### config.mk
export PLATFORM = sky130hd
export DESIGN_NAME = ir_command_receiver
export DESIGN_NICKNAME = d
export VERILOG_FILES = /design/src/rtl/ir_link_defs.sv /design/src/rtl/ir_pulse_timer.sv /design/src/rtl/ir_command_receiver.sv
export SDC_FILE = /design/constraint.sdc
export NUM_CORES = 1
export LEC_CHECK = 0
export ABC_AREA = 0
export ABC_CLOCK_PERIOD_IN_PS = 4050
export CELL_PAD_IN_SITES_DETAIL_PLACEMENT = 1
export CELL_PAD_IN_SITES_GLOBAL_PLACEMENT = 1
export CORE_MARGIN = 2
export CORE_UTILIZATION = 50
export CTS_CLUSTER_DIAMETER = 200
export CTS_CLUSTER_SIZE = 25
export DETAILED_ROUTE_END_ITERATION = 8
export HOLD_SLACK_MARGIN = 0.02
export PLACE_DENSITY_LB_ADDON = 0.1
export SETUP_SLACK_MARGIN = 0.4
export SLEW_MARGIN = 15
export SYNTH_ARGS = -nofsm -noshare
export SYNTH_HDL_FRONTEND = slang
export SYNTH_SLANG_ARGS = --single-unit
### constraint.sdc
create_clock -name clock -period 4.05 [get_ports clock]
set_input_delay 0.6075 -clock clock [delete_from_list [all_inputs] [get_ports clock]]
set_output_delay 0.6075 -clock clock [all_outputs]
set_load 0.05 [all_outputs]
### src/rtl/ir_link_defs.sv
// Shared IR move-command link definitions.
// Used by the rover-side receiver and the main-FPGA IR transmitter: tick and
// width constants, frame length, command field split, receiver state encoding,
// and width-window helpers.
package ir_link_defs;

    // 27 MHz clock / 75 us sample tick
    localparam int unsigned TICK_CYCLES_DEF = 2025;

    // Nominal widths in ticks and the +/- tolerance applied to every window
    localparam int unsigned START_TICKS = 32;
    localparam int unsigned ONE_TICKS   = 16;
    localparam int unsigned ZERO_TICKS  = 8;
    localparam int unsigned TOL_TICKS   = 3;

    // Width counter size (saturates at all-ones)
    localparam int unsigned WIDTH_W = 6;

    // Frame: 12 data bits, LSB first
    localparam int unsigned FRAME_BITS = 12;

    // Command field split {angle, distance}
    localparam int unsigned ANGLE_MSB = 11;
    localparam int unsigned ANGLE_LSB = 8;
    localparam int unsigned DIST_MSB  = 7;
    localparam int unsigned DIST_LSB  = 0;

    typedef logic [WIDTH_W-1:0]    width_t;
    typedef logic [FRAME_BITS-1:0] cmd_t;

    typedef struct packed {
        logic [ANGLE_MSB-ANGLE_LSB:0] angle;
        logic [DIST_MSB-DIST_LSB:0]   distance;
    } move_cmd_t;

    typedef enum logic [2:0] {
        ST_IDLE,
        ST_START,
        ST_SPACE,
        ST_MARK,
        ST_DONE,
        ST_ERR
    } rx_state_t;

    // True when w lies within nominal +/- TOL_TICKS. Written to avoid
    // unsigned underflow on the lower bound.
    function automatic logic in_window(input width_t w, input int unsigned nominal);
        int unsigned wv;
        wv = {{(32-WIDTH_W){1'b0}}, w};
        return ((wv + TOL_TICKS) >= nominal) && (wv <= (nominal + TOL_TICKS));
    endfunction

    // True when w exceeds the upper edge of the nominal window.
    function automatic logic above_window(input width_t w, input int unsigned nominal);
        int unsigned wv;
        wv = {{(32-WIDTH_W){1'b0}}, w};
        return wv > (nominal + TOL_TICKS);
    endfunction

endpackage

### src/rtl/ir_pulse_timer.sv
// IR pulse timer: synchronizes the demodulated IR input, detects edges and
// measures edge-to-edge widths in sample ticks.
// Ports:
//   clock  in   system clock
//   reset  in   asynchronous, active-high
//   ir_in  in   raw demodulated IR (asynchronous)
//   rise   out  one-cycle pulse on a synchronized rising edge
//   fall   out  one-cycle pulse on a synchronized falling edge
//   width  out  ticks elapsed since the previous edge, saturating at 63
module ir_pulse_timer
    import ir_link_defs::*;
#(
    parameter int unsigned TICK_CYCLES = TICK_CYCLES_DEF
) (
    input  logic   clock,
    input  logic   reset,
    input  logic   ir_in,
    output logic   rise,
    output logic   fall,
    output width_t width
);

    localparam int unsigned CNT_W = (TICK_CYCLES > 1) ? $clog2(TICK_CYCLES) : 1;

    logic             sync1_q, sync1_d;
    logic             sync2_q, sync2_d;
    logic             prev_q,  prev_d;
    logic [CNT_W-1:0] tick_cnt_q, tick_cnt_d;
    width_t           width_q, width_d;
    logic             edge_det;
    logic             tick;

    assign rise     = sync2_q & ~prev_q;
    assign fall     = ~sync2_q & prev_q;
    assign edge_det = rise | fall;
    assign tick     = (tick_cnt_q == CNT_W'(TICK_CYCLES - 1));
    assign width    = width_q;

    // The divider restarts at 1 rather than 0 so that the edge cycle itself
    // counts toward the first tick: a pulse of exactly N*TICK_CYCLES clocks
    // then reads as width N at the closing edge.
    always_comb begin
        sync1_d    = ir_in;
        sync2_d    = sync1_q;
        prev_d     = sync2_q;
        tick_cnt_d = tick_cnt_q;
        width_d    = width_q;
        if (edge_det) begin
            tick_cnt_d = CNT_W'(1);
            width_d    = '0;
        end else if (tick) begin
            tick_cnt_d = '0;
            if (width_q != '1) begin
                width_d = width_q + width_t'(1);
            end
        end else begin
            tick_cnt_d = tick_cnt_q + CNT_W'(1);
        end
    end

    always_ff @(posedge clock or posedge reset) begin
        if (reset) begin
            sync1_q    <= 1'b0;
            sync2_q    <= 1'b0;
            prev_q     <= 1'b0;
            tick_cnt_q <= '0;
            width_q    <= '0;
        end else begin
            sync1_q    <= sync1_d;
            sync2_q    <= sync2_d;
            prev_q     <= prev_d;
            tick_cnt_q <= tick_cnt_d;
            width_q    <= width_d;
        end
    end

endmodule

### src/rtl/ir_command_receiver.sv
// Rover-side IR move-command receiver. Decodes a start mark followed by 12
// space/mark bit cells (LSB first, long mark = 1, short mark = 0) into the
// command {angle[3:0], distance[7:0]}.
// Ports:
//   clock          in   system clock (27 MHz)
//   reset          in   asynchronous, active-high
//   ir_in          in   demodulated IR, 1 = carrier present (async)
//   move_command   out  last good command {angle, distance}
//   command_valid  out  one-cycle pulse when move_command updates
//   rx_busy        out  high from accepted start mark until frame end/abort
//   rx_error       out  one-cycle pulse on a malformed frame
module ir_command_receiver
    import ir_link_defs::*;
#(
    parameter int unsigned TICK_CYCLES = TICK_CYCLES_DEF
) (
    input  logic                  clock,
    input  logic                  reset,
    input  logic                  ir_in,
    output logic [FRAME_BITS-1:0] move_command,
    output logic                  command_valid,
    output logic                  rx_busy,
    output logic                  rx_error
);

    logic      rise;
    logic      fall;
    width_t    width;

    rx_state_t state_q, state_d;
    cmd_t      shift_q, shift_d;
    cmd_t      cmd_q,   cmd_d;
    logic [3:0] bit_cnt_q, bit_cnt_d;
    logic      pend_q,  pend_d;
    logic      mark_bit;
    logic      mark_ok;

    ir_pulse_timer #(
        .TICK_CYCLES (TICK_CYCLES)
    ) u_timer (
        .clock (clock),
        .reset (reset),
        .ir_in (ir_in),
        .rise  (rise),
        .fall  (fall),
        .width (width)
    );

    always_comb begin
        state_d   = state_q;
        shift_d   = shift_q;
        cmd_d     = cmd_q;
        bit_cnt_d = bit_cnt_q;
        pend_d    = pend_q;
        mark_bit  = 1'b0;
        mark_ok   = 1'b0;

        case (state_q)
            ST_IDLE: begin
                // A rise seen during DONE/ERR was held in pend_q; the width
                // counter already restarted on that edge.
                if (rise || pend_q) begin
                    state_d = ST_START;
                    pend_d  = 1'b0;
                end
            end

            ST_START: begin
                if (fall) begin
                    if (in_window(width, START_TICKS)) begin
                        state_d   = ST_SPACE;
                        bit_cnt_d = '0;
                    end else begin
                        state_d = ST_IDLE;
                    end
                end
            end

            ST_SPACE: begin
                if (rise) begin
                    state_d = in_window(width, ZERO_TICKS) ? ST_MARK : ST_ERR;
                end else if (above_window(width, ZERO_TICKS)) begin
                    state_d = ST_ERR;
                end
            end

            ST_MARK: begin
                if (fall) begin
                    if (in_window(width, ONE_TICKS)) begin
                        mark_bit = 1'b1;
                        mark_ok  = 1'b1;
                    end else if (in_window(width, ZERO_TICKS)) begin
                        mark_bit = 1'b0;
                        mark_ok  = 1'b1;
                    end
                    if (mark_ok) begin
                        shift_d = {mark_bit, shift_q[FRAME_BITS-1:1]};
                        if (bit_cnt_q == 4'(FRAME_BITS - 1)) begin
                            // Command is registered on entry to DONE so the
                            // new value and the valid strobe appear together.
                            cmd_d   = {mark_bit, shift_q[FRAME_BITS-1:1]};
                            state_d = ST_DONE;
                        end else begin
                            bit_cnt_d = bit_cnt_q + 4'd1;
                            state_d   = ST_SPACE;
                        end
                    end else begin
                        state_d = ST_ERR;
                    end
                end else if (width == '1) begin
                    state_d = ST_ERR;
                end
            end

            ST_DONE, ST_ERR: begin
                if (rise) begin
                    pend_d = 1'b1;
                end
                state_d = ST_IDLE;
            end

            default: begin
                state_d = ST_IDLE;
            end
        endcase
    end

    always_ff @(posedge clock or posedge reset) begin
        if (reset) begin
            state_q   <= ST_IDLE;
            shift_q   <= '0;
            cmd_q     <= '0;
            bit_cnt_q <= '0;
            pend_q    <= 1'b0;
        end else begin
            state_q   <= state_d;
            shift_q   <= shift_d;
            cmd_q     <= cmd_d;
            bit_cnt_q <= bit_cnt_d;
            pend_q    <= pend_d;
        end
    end

    assign move_command  = cmd_q;
    assign command_valid = (state_q == ST_DONE);
    assign rx_error      = (state_q == ST_ERR);
    assign rx_busy       = (state_q == ST_SPACE) || (state_q == ST_MARK);

endmodule

# --- Word-level counts from Yosys, hierarchy flattened ---
# Index checks and enable logic that the tools add are counted.
totals:
  register_bits: 52
  inputBits: 3
  output_inout_bits: 15
  wordCells: 91
op_classes:
  addsub: 4
  magnitude_cmp: 7
  eq_ne: 18
  n_mux: 30
  bitwise_logic: 5
  reduce_logical: 17
ops:
  columns: ["cell", "n"]
  rows:
  - [">= comparator 32 x 5 -> 1 bit (second input constant)", 1]
  - [">= comparator 32 x 6 -> 1 bit (second input constant)", 1]
  - ["2-to-1 mux 3 bit", 9]
  - ["2-to-1 mux 11 bit", 2]
  - ["2-to-1 mux 4 bit", 5]
  - ["2-to-1 mux 6 bit", 3]
  - ["case mux 3 bit (4 select lines)", 1]
  - ["adder 11 x 1 -> 11 bit (second input constant)", 1]
  - ["== test 11 bit (second input constant)", 1]
  - ["inequality test 2 bit (second input constant)", 5]
  - ["case mux 4 bit (2 select lines)", 1]
  - ["AND reduction 4 bit", 2]
  - ["nonzero test 2 bit", 4]
  - ["adder 6 x 2 -> 7 bit (second input constant)", 1]
  - [">= comparator 7 x 4 -> 1 bit (second input constant)", 1]
  - ["2-to-1 mux 1 bit", 7]
  - ["adder 6 x 1 -> 6 bit (second input constant)", 1]
  - ["== test 3 x 2 -> 1 bit (second input constant)", 2]
  - ["== test 3 bit (second input constant)", 2]
  - ["== test 6 bit (second input constant)", 1]
  - ["> comparator 6 x 4 -> 1 bit (second input constant)", 1]
  - ["less-or-equal comparator 6 x 4 -> 1 bit (second input constant)", 1]
  - ["less-or-equal comparator 6 x 5 -> 1 bit (second input constant)", 1]
  - ["less-or-equal comparator 6 bit (second input constant)", 1]
  - ["other kinds (19)", 26]

# --- Logic depth before layout (Yosys ltp) ---
# Gate-level depths: netlist of run 1.
logic_depth:
  depth_word: 10
  depth_mapped: 8
  mapped_depth_nobuf: 7

# --- Cells and area by module ---
# From an unflattened synthesis of run 1, not the netlist that was laid out.
hier_totals:
  hier_cells: 234
  area_unflattened_um2: 2581.2
modules_own_cells:
  columns: ["module", "instances", "cells_per_inst", "area_each_um2", "seq_area_each_um2"]
  rows:
  - ["ir_command_receiver", 1, 127, 1508.9, 775.7]
  - ["ir_pulse_timer", 1, 107, 1072.3, 500.5]

# --- Least setup slack after synthesis of run 1 ---
# OpenSTA, ideal clock, no wires.
synth_path:
  kind: "reg-to-output"
  from: "reg state_q[1]"
  to: "out command_valid"
  t_arrival_ns: 1.781
  required_ns: 3.442
  slack_ns: 1.662
  path_stages_with_launch: 3
  path_buffers: 1
  cell_sequence: "dfrtp_1 > clkbuf_1 > nor3b_1"
synth_between:
  elab_chain_cells: 1
synth_rtl:
  columns: ["item", "line_no", "rtl"]
  rows:
  - ["from (decl)", "ir_command_receiver.sv:30", "rx_state_t state_q, state_d;"]
  - ["from (signal assigned)", "ir_command_receiver.sv:136", "state_q <= state_d;"]
  - ["== test 3 bit", "ir_command_receiver.sv:145", "assign command_valid = (state_q == ST_DONE);"]
  - ["to (decl)", "ir_command_receiver.sv:21", "output logic command_valid,"]
# Every way passes these cells.

# --- Final worst setup path of run 1 ---
layout_path:
  from: "reg state_q[0]"
  to: "out rx_error"
layout_between:
  elab_chain_cells: 1
layout_rtl:
  columns: ["item", "line_no", "rtl"]
  rows:
  - ["== test 3 bit", "ir_command_receiver.sv:146", "assign rx_error = (state_q == ST_ERR);"]
  - ["to (decl)", "ir_command_receiver.sv:23", "output logic rx_error"]
# Every way passes these cells.

==> results of run 1 <==
-- state kept, by name, indices dropped and copies added, names as in the netlist --
| register | flops |
|---|---|
| u_timer.tick_cnt_q | 11 |
| u_timer.prev_d | 1 |
| u_timer.width | 6 |
| u_timer.sync1_q | 1 |
| bit_cnt_q | 4 |
| move_command | 12 |
| shift_q | 11 |
| pend_q | 1 |
| u_timer.prev_q | 1 |
| state_q | 3 |
-- worst max-delay path, cell delays in order (launching register included) --
cell,delay (ns)
dfrtp_1,0.60
nor2b_1,0.31
and2_1,0.17
clkdlybuf4s50_1,0.80
-- power by group --
part | internal [mW] | switching (mW)
registers | 0.519 | 0.0175
logic | 0.0242 | 0.0389
clock network | 0.200 | 0.167
-- area by class of cell --
cell class	instances	area, um^2
fill	547	2148
tap	70	87.58
sequential	51	1276
clock inverter	2	35.03
inverter	15	57.56
timing repair buffer	17	170.2
multi-input combinational	159	1185
clock buffer	6	82.58
-- stage by stage --
stage / instance area [um^2] / hold slack, ns / setup WS (ns) / util (%) / std cells
after detailed placement: 2775 / 0.3504 / 1.295 / 55.04 / 312
after CTS: 2893 / 0.3713 / 1.260 / 57.37 / 320
after global routing: 2894 / 0.3826 / 1.062 / 57.39 / 320
after global placement: 2775 / 0.3348 / 1.377 / 55.04 / 312
after floorplan: 2582 / 0.3312 / 1.662 / - / 234
final: 2894 / 0.3682 / 1.263 / 57.39 / 320
-- final timing paths --
| kind | to | slack (ns) | cells after the start |
|---|---|---|---|
| worst max-delay path | rx_error | 1.26 | 3 |
| worst min-delay path | u_timer.prev_d | 0.37 | 0 |
| worst max register to register | move_command[7] | 1.33 | 7 |
| worst min register to register | u_timer.prev_d | 0.37 | 0 |
| max in group asynchronous | u_timer.width[2] | 2.75 | 2 |
| min in group asynchronous | move_command[1] | 0.79 | 2 |
-- routing by layer --
metal / global-route usage (%) / up-vias / part of all wire, %
li1: - / 847 / -
met1: 26.97 / 873 / 47
met2: 32.38 / 20 / 50
met3: 3.836 / 7 / 2.5
met4: 5.263 / 0 / 1.0
met5: 0 / - / 0
-- cell families after synthesis --
group | after synthesis | share of synthesized area (%)
muxes | 23 | 9.981
DFF | 51 | 49.42
AOI/OAI and AO/OA | 31 | 9.545
and+or+nand+nor | 84 | 18.22
buffers and inverters | 24 | 4.699
xor gates and xnor gates | 14 | 4.748
adders and majority gates | 7 | 3.391
-- cell usage after synthesis (2+ instances only) --
cell type / count
nand3b_1: 3
buf_4: 2
o21ai_0: 7
and3_1: 5
and2_1: 6
o211ai_1: 5
nor4_1: 2
dfrtp_1: 51
nand3_1: 8
mux2_2: 12
nand4_1: 5
buf_6: 3
nand2b_1: 6
nor3_1: 3
mux2_1: 10
ha_1: 7
xnor2_1: 10
nor2b_1: 3
clkbuf_1: 3
inv_1: 15
a21oi_1: 3
nor2_1: 16
nand2_1: 17
xor2_1: 4
a21boi_0: 2
==> run_results.csv, run 1 <==
group,metric,value,unit
clock_network,cts_resized,0,
route,drt_iter0_drc,75,
timing,fmax,358.9,MHz
worst_setup_path,cp_max_fo,13,
synthesis,ys.flop_type,"dfrtp_1",
power_and_ir_drop,powerDensity,334.2,mW/mm^2
route,wl,5.114,mm
clock_network,cts-root-buf,"clkbuf_8",
timing,fin_skew,0.007312,ns
flow_run,cap_violations,0,
global_route,antenna_found_initial,0,
route,vias,1747,
clock_network,cts_hold_buf,0,
worst_setup_path,critPathRequiredTime,3.44,ns
global_route,grt_pass1_vias,1834,
synthesis,ys_ff_latch,51,
clock_network,cts_max_level,2,
global_route,grt_overflow,0,
worst_setup_path,crit_arrival,2.18,ns
worst_hold_path,hp-start,"u_timer.sync1_q",
clock_network,cts_made_buffers,5,
synthesis,synth_top_cell_by_area,"dfrtp_1",
final_layout,num_antenna_cells,0,
final_layout,area_growth,12.06,%
timing,period_share,68.80,%
timing,worstMarginPinSlew,0.9778,ns
placed_design,portBuffers,17,
power_and_ir_drop,total_power,0.9671,mW
synthesis,syn-num-nets,244,
die,num_io_pins,18,
synthesis,synth_top_area_share,49.42,%
timing,relSlewSlack,34.46,%
timing,rsz0062_at_grt,"no",
final_layout,drive_gt1_share,11.60,%
synthesis,syn_avg_cell_area,11.04,um^2
power_and_ir_drop,p_leak,1.290,nW
timing,tns,0,ns
timing,slew_violations,0,
synthesis,synth_area_leaders,"dfrtp_1, mux2_2, mux2_1",
die,rows,26,
final_layout,mostFrequentLayoutCells,"dfrtp_1, nand2_1, clkdlybuf4s50_1, nor2_1, inv_1",
timing,finalSetupViolCount,0,
worst_setup_path,r2r_start,"u_timer.width[0]",
clock_network,path_clk_slew,0.09,ns
global_route,grt_use_total,19.78,%
synthesis,syn-instance-count,234,
worst_setup_path,crit_path_end_kind,"output pin",
clock_network,cts_buffer_depth,2,
synthesis,synth_area,0.002582,mm^2
worst_setup_path,crit_type,"reg2out",
synthesis,ys_seq_area_share,49.42,%
die,die_w,75.87,um
timing,final_hold_viol_count,0,
synthesis,yosys_warnings,0,
timing,min_period,2.787,ns
clock_network,cts_sinks,51,
placed_design,hpwl,3.669,mm
die,coreArea,0.005042,mm^2
route,route.detailed.drc,0,
clock_network,cts_tree,"yes",
synthesis,synth.distinct_cells,51,
final_layout,mostFrequentLayoutCell,"dfrtp_1",
worst_hold_path,worstHoldPathType,"reg2reg",
die,dieArea,0.005756,mm^2
global_route,grt_pass1_wl,8.611,mm
die,die_y,75.87,um
global_route,grt_start_max_net_pins,52,
synthesis,async_flop_share,100.0,%
worst_setup_path,startpoint_type,"flip-flop",
die,start_util,51.22,%
worst_setup_path,cp-startpoint,"state_q[0]",
clock_network,postCtsSetupRepairBufs,0,
route,wl_per_cell,15.98,um
synthesis,synth_enable_flop_cells,0,
route,drtPass1Iterations,4,
route,via_per_inst,5.459,
clock_network,clk_latency,0.30,ns
final_layout,nets,259,
placed_design,gp_congestion,0.7429,
outcome,status,"complete, no violations",
power_and_ir_drop,irDropWorstVdd,241.0,uV
route,ant_nets,0,
Power figures use the tool's default switching activity.
==> inputs of run 2 (changes only) <==
- ABC_CLOCK_PERIOD_IN_PS: 4050 -> 2270
- CORE_UTILIZATION: 50 -> 42
- clock period: 4.05 -> 2.27 ns (I/O delays scaled with it)
==> run 2 against run 1 <==
Critical path depth is 5 higher. Routed wire length rose by 13%. Sequential share of layout area shrank 5.8 points. Setup slack worse by 1.1 ns. Utilization shrank 0.89 points. Clock power is 55% higher. Clock-buffer cell count down 1. Global-route usage is 1.9 points lower. Largest power group unchanged. Highest routed layer unchanged.
==> run_results.csv, run 2 (synthesized netlist as in run 1, its figures left out) <==
group,metric,value,unit
power_and_ir_drop,power.switching,0.4479,mW
worst_setup_path,reg2reg_depth,8,
clock_network,path_clk_slew,0.10,ns
placed_design,pre_cts_ws,0.09299,ns
clock_network,cts-root-buf,"clkbuf_8",
route,route.detailed.drc,0,
route,ant_nets,0,
final_layout,largest_reg_flops,12,
die,rows,28,
worst_setup_path,r2r_start,"u_timer.width[0]",
route,wl,5.764,mm
final_layout,mostFrequentLayoutCell,"dfrtp_1",
worst_setup_path,cp-startpoint,"u_timer.width[0]",
final_layout,final_area,0.003346,mm^2
timing,worstMarginPinSlew,0.5977,ns
timing,min_period,2.120,ns
outcome,status,"complete, no violations",
placed_design,placed_area,0.002947,mm^2
timing,final_hold_viol_count,0,
timing,fmax,471.8,MHz
global_route,grt_pass1_wl,9.321,mm
final_layout,area_growth,29.55,%
final_layout,drive_gt1_share,34.75,%
final_layout,num_antenna_cells,0,
timing,relSlewSlack,59.79,%
global_route,grt_start_max_net_pins,52,
timing,fin_skew,0.01934,ns
timing,period_share,93.38,%
worst_setup_path,crit_end,"bit_cnt_q[3]",
worst_hold_path,worstHoldPathType,"reg2reg",
worst_setup_path,startpoint_type,"flip-flop",
worst_setup_path,crit_type,"reg2reg",
worst_setup_path,r2r_slack,0.15,ns
timing,hold_ws,0.3584,ns
power_and_ir_drop,powerDensity,493.9,mW/mm^2
worst_setup_path,critPathRequiredTime,2.52,ns
route,via_per_inst,5.227,
final_layout,mostFrequentLayoutCells,"dfrtp_1, buf_4, nor2_1, nand2_1, mux2_2",
power_and_ir_drop,comb_power_share,7.7,%
power_and_ir_drop,clock_power_share,34.4,%
global_route,grt_overflow,0,
die,dieArea,0.006792,mm^2
placed_design,hpwl,3.700,mm
clock_network,cts_buffer_depth,2,
final_layout,nets,291,
route,drtPass1Iterations,4,
power_and_ir_drop,switching_share,27.10,%
final_layout,fin_util,56.51,%
global_route,grt_use_total,17.91,%
worst_setup_path,crit_arrival,2.37,ns
worst_setup_path,reg2reg_to,"bit_cnt_q[3]",
timing,tns,0,ns
worst_setup_path,crit_path_end_kind,"flip-flop",
power_and_ir_drop,p_seq_share,58.0,%
timing,rsz0062_at_grt,"yes",
clock_network,cts_max_level,2,
power_and_ir_drop,p_leak,1.614,nW
flow_run,cap_violations,0,
route,drt_iter0_drc,79,
clock_network,cts_made_buffers,5,
route,vias,1866,
clock_network,cts_hold_buf,0,
power_and_ir_drop,irDropWorstVdd,401.8,uV
clock_network,cts_tree,"yes",
placed_design,portBuffers,17,
final_layout,final_cells,357,
placed_design,gp_congestion,0.7616,
die,die_y,82.42,um
die,die_w,82.42,um
die,num_io_pins,18,
power_and_ir_drop,total_power,1.652,mW
timing,worst_slack,0.1504,ns
timing,slew_violations,0,
route,wl_per_cell,16.15,um
clock_network,cts_sinks,51,
clock_network,clk_latency,0.31,ns
die,start_util,43.62,%
placed_design,dp.cells,328,
power_and_ir_drop,power.internal,1.205,mW
global_route,antenna_found_initial,0,
timing,finalSetupViolCount,0,
worst_setup_path,cp_max_fo,5,
die,coreArea,0.005921,mm^2
global_route,grt_pass1_vias,1877,
run 2: cell count changes in the layout (fill, tap and decap cells not counted), sizes merged:
cell           change
buf               +35
bufinv             -1
clkbuf             -1
clkdlybuf4s50     -11
clkinv             -1
clkinvlp           +1
dlymetal6s2s       +8
inv                +2
run 2: worst max-delay path, stage by stage (launching register included):
cell and delay (ns):
dfrtp_1 0.39, inv_2 0.07, ha_4 0.16, nand3b_1 0.15, a22o_1 0.21, a221o_1 0.39
buf_6 0.14, or4b_1 0.48, nand3_2 0.07
run 2: cell type report:
| type | count | area (um^2) |
|---|---|---|
| fill | 630 | 2575 |
| clock inverter | 3 | 26.28 |
| multi-input combinational | 159 | 1344 |
| clock buffer | 5 | 68.82 |
| inverter | 15 | 60.06 |
| timing repair buffer | 49 | 471.7 |
| tap | 75 | 93.84 |
| sequential | 51 | 1281 |
run 2: worst min-delay path by stage:
stage                          from        endpoint  slack (ns)  depth (start not counted)
finish              u_timer.sync1_q  u_timer.prev_d        0.36                          0
global route        u_timer.sync1_q  u_timer.prev_d        0.36                          0
CTS                 u_timer.sync1_q  u_timer.prev_d        0.36                          0
detailed placement  u_timer.sync1_q  u_timer.prev_d        0.34                          0
global placement    u_timer.sync1_q  u_timer.prev_d        0.34                          0
floorplan           u_timer.sync1_q  u_timer.prev_d        0.33                          0
run 2: per-layer routing:
layer / wire length, um / track usage, % / share of wire [%] / up-vias
li1: - / - / - / 909
met4: 36 / 3.000 / 0.62 / 0
met3: 94 / 2.935 / 1.6 / 4
met2: 2852 / 29.92 / 49 / 15
met5: 0 / 0 / 0 / -
met1: 2782 / 24.83 / 48 / 938
run 2: power groups by stage:
stage | Sequential [mW] | Clock (mW) | Combinational [mW]
2_1_floorplan | 0.960 | 0 | 0.0962
3_3_place_gp | 0.974 | 0 | 0.119
3_5_place_dp | 0.974 | 0 | 0.121
4_1_cts | 0.956 | 0.582 | 0.122
5_1_grt | 0.962 | 0.625 | 0.144
6_report | 0.958 | 0.568 | 0.127
run 2: what timing repair did:
item,CTS,global route
gates resized for setup,15,24
pin swaps,11,11
buffers inserted,15,6
setup endpoints to repair,33,53
